[src/rtl/compactor_pkg.sv]
// compactor_pkg: widths, parity tap masks over {co,sum} and MISR polynomial for the compactor
package compactor_pkg;
  localparam int SIG_W = 6;
  localparam int SUM_W = 16;
  localparam logic [SIG_W-1:0][SUM_W:0] TAP_MASK = {
    17'h0D555, 17'h1AAAA, 17'h0E001, 17'h01E00, 17'h101F0, 17'h1000F
  };
  localparam logic [SIG_W-1:0] MISR_POLY = 6'h03;
endpackage

[src/rtl/compactor_xor_tree.sv]
// compactor_xor_tree: one masked XOR-reduce per signature bit over {co,sum}
module compactor_xor_tree
  import compactor_pkg::*;
(
  input  logic [SUM_W:0]   bits,
  output logic [SIG_W-1:0] p
);
  genvar i;
  for (i = 0; i < SIG_W; i++) begin : g_tap
    assign p[i] = ^(bits & TAP_MASK[i]);
  end
endmodule

[src/rtl/compactor.sv]
// compactor: registered 6-bit space compactor of {co,sum}; define COMPACTOR_MISR_EN for a x^6+x+1 MISR output register
module compactor
  import compactor_pkg::*;
#(
  parameter int N = SUM_W
) (
  input  logic             clk,
  input  logic             rst,
  input  logic [N-1:0]     sum,
  input  logic             co,
  output logic [SIG_W-1:0] com_res
);
  logic [SIG_W-1:0] p;
  if (N != SUM_W) begin : g_bad_n
    $error("compactor: only N=16 is supported");
  end
  compactor_xor_tree u_tree (
    .bits ({co, sum}),
    .p    (p)
  );
  always_ff @(posedge clk)
`ifdef COMPACTOR_MISR_EN
    com_res <= rst ? '0 : {com_res[SIG_W-2:0], 1'b0} ^ (com_res[SIG_W-1] ? MISR_POLY : '0) ^ p;
`else
    com_res <= rst ? '0 : p;
`endif
endmodule

[config.mk]
export PLATFORM = sky130hd
export DESIGN_NAME = compactor
export DESIGN_NICKNAME = d
export VERILOG_FILES = /design/src/rtl/compactor_pkg.sv /design/src/rtl/compactor_xor_tree.sv /design/src/rtl/compactor.sv
export SDC_FILE = /design/constraint.sdc
export NUM_CORES = 1
export LEC_CHECK = 0
export CAP_MARGIN = 20
export CORE_MARGIN = 3
export CORE_UTILIZATION = 26
export CTS_CLUSTER_DIAMETER = 30
export CTS_CLUSTER_SIZE = 28
export DETAILED_ROUTE_END_ITERATION = 8
export MAX_ROUTING_LAYER = met4
export SYNTH_ARGS = -nofsm -noshare
export SYNTH_HDL_FRONTEND = slang
export SYNTH_SLANG_ARGS = --single-unit
[constraint.sdc]
create_clock -name clk -period 2.2 [get_ports clk]
set_clock_uncertainty 0.15 [all_clocks]
set_input_delay 0.22 -clock clk [delete_from_list [all_inputs] [get_ports clk]]
set_output_delay 0.22 -clock clk [all_outputs]
set_load 0.005 [all_outputs]
==> results.toml <==
[power_and_ir_drop]
power_per_cell_area_nw_per_um2 = 604.3
p_leak_uw = 0.0002953
ir_drop_uv = 338.8

[routing]
via_per_inst = 3.959
drt-total-wl_um = 695
drc_errors = 0
detail-route-antenna-nets = 0
vias = 289
firstDrtPassIters = 1
first_iter_violations = 0
wl_per_cell_um = 9.521

[timing]
fmax_mhz = 590.7
whs_ns = 0.5398
finalCritPeriodShare_pct = 76.95
max-slew-margin-rel_pct = 77.09
tightest_slew_ns = 0.3413
finalHoldViolCount = 0
setup_violations = 0
period_needed_ns = 1.693
drv_slew = 0
rsz0062_at_grt = "false"
tns_ns = 0

[synth]
synth-seq-area-share_pct = 30.28
synthesis.nets = 50
syn-mean-instance-area_um2 = 12.79
synth_top_area_cell = "dfxtp_1"
yosysTopAreaCellShare_pct = 30.28
synthDistinctLibCells = 10
synthTopCellsByArea = "dfxtp_1, xnor3_1, xnor2_1, xor3_4, nor2_1"
ys_ff_latch = 6
syn_area_um2 = 396.6
netlist_instances = 31
ys_warn_count = 0

[finish]
nNetsFinal = 79
largest_register = "com_res"
antennaDiodeCount = 0
reg_top3 = "com_res x6"
final_cell_mix = "clkdlybuf4s50_1, xnor2_1, dfxtp_1"
num-fill-cells = 135
drive_above_1_share_pct = 12.07
utilization_pct = 49.63
largest_reg_flops = 6
synthToLayoutAreaGrowth_pct = 70.98
layout_commonest_cell = "clkdlybuf4s50_1"

[grt]
grt_pass1_wl_um = 959
grt_max_degree = 9
first_global_vias = 231
grt-ovfl-total = 0
grt_usage_pct = 7.770
antenna_found_initial = 0

[run_status]
status = "finished, final reports clean"

[floorplan]
die_h_um = 45.06
rows = 13
core-area_um2 = 1366
die_w_um = 45.06
initial_utilization_pct = 29.03
dieArea_um2 = 2030
design.portCount = 25

[run]
maxCapViolCount = 0

[setup_path]
critPathMaxFanout = 2
critPathArrivalTime_ns = 1.67
path_class = "in2reg"
end_kind = "flip-flop"
cp-startpoint = "sum[7]"
cp-start-kind = "primary input"
critPathRequiredTime_ns = 2.18
crit_end = "com_res[4]"

[clocking]
ctsHtreeMaxLevel = 1
cts_root_buffer = "clkbuf_4"
ctsResizeCount = 0
cts_tree = "done"
clk_pin_slew_ns = 0.05
post_cts.repair.setup_buffers = 0
clk_path_buf_depth = 2
cts_made_buffers = 3
cts.sinks = 6
ctsHoldBuffers = 0

[hold_path]
hp-class = "in2reg"

[placed_design]
gp_congestion = 0.6257
io_buffer_count = 24
[stage by stage]
step	power, uW	area (um2)	std cells	setup WS [ns]
floorplan	231.2	396.6	31	0.7775
global placement	312.9	655.6	70	0.2581
detailed placement	313.2	655.6	70	0.2426
CTS	419.8	678.2	73	0.5020
global route	436.0	678.2	73	0.4921
finish	409.8	678.2	73	0.5071
[Yosys cell counts (all sizes together)]
cell type  number
xor2            2
mux2            2
nor2            5
xnor2           8
xnor3           4
nor2b           3
dfxtp           6
xor3            1
[layer usage]
layer	vias up	GRT usage, %	share of wire, %
met4	0	3.509	0.58
met3	2	7.570	19
met1	114	5.882	35
met5	-	-	0
met2	19	12.15	45
li1	154	-	-
[critical path, stage by stage]
cell and delay (ns):
clkdlybuf4s50_1 0.47, xor2_1 0.23, xnor3_1 0.45, mux2_4 0.30
[worst min-delay path by stage]
stage / from / to / slack [ns] / cells after the start
3_5_place_dp: com_res[4] / com_res[4] / 0.77 / 1
5_1_grt: rst / com_res[1] / 0.57 / 2
3_3_place_gp: com_res[4] / com_res[4] / 0.77 / 1
2_1_floorplan: rst / com_res[3] / 0.14 / 1
4_1_cts: rst / com_res[0] / 0.54 / 2
6_report: rst / com_res[0] / 0.54 / 2
[report_power, final]
| part | internal, uW | switching (uW) |
|---|---|---|
| Clock | 61.7 | 39.9 |
| Combinational | 129 | 46.9 |
| Sequential | 129 | 3.95 |
| Total | 319 | 90.8 |
[final cells by class]
cell class              instances  area [um2]  share of cell area (%)
repair buffers                 24       240.2                   35.42
well taps                      15       18.77                   2.768
multi-input cells              25       276.5                   40.77
clock buffers                   3       22.52                   3.321
flip-flops and latches          6       120.1                   17.71
[cells by family (layout without fill, tap and decap cells)]
logic type    count (synthesis)  after routing  share of synthesized area (%)
mux                           2              2                          6.623
flops                         6              6                          30.29
xor+xnor                     15             15                          53.63
buf+inv                       0             27                              0
simple gates                  8              8                          9.465
(Power assumes the default switching activity.)
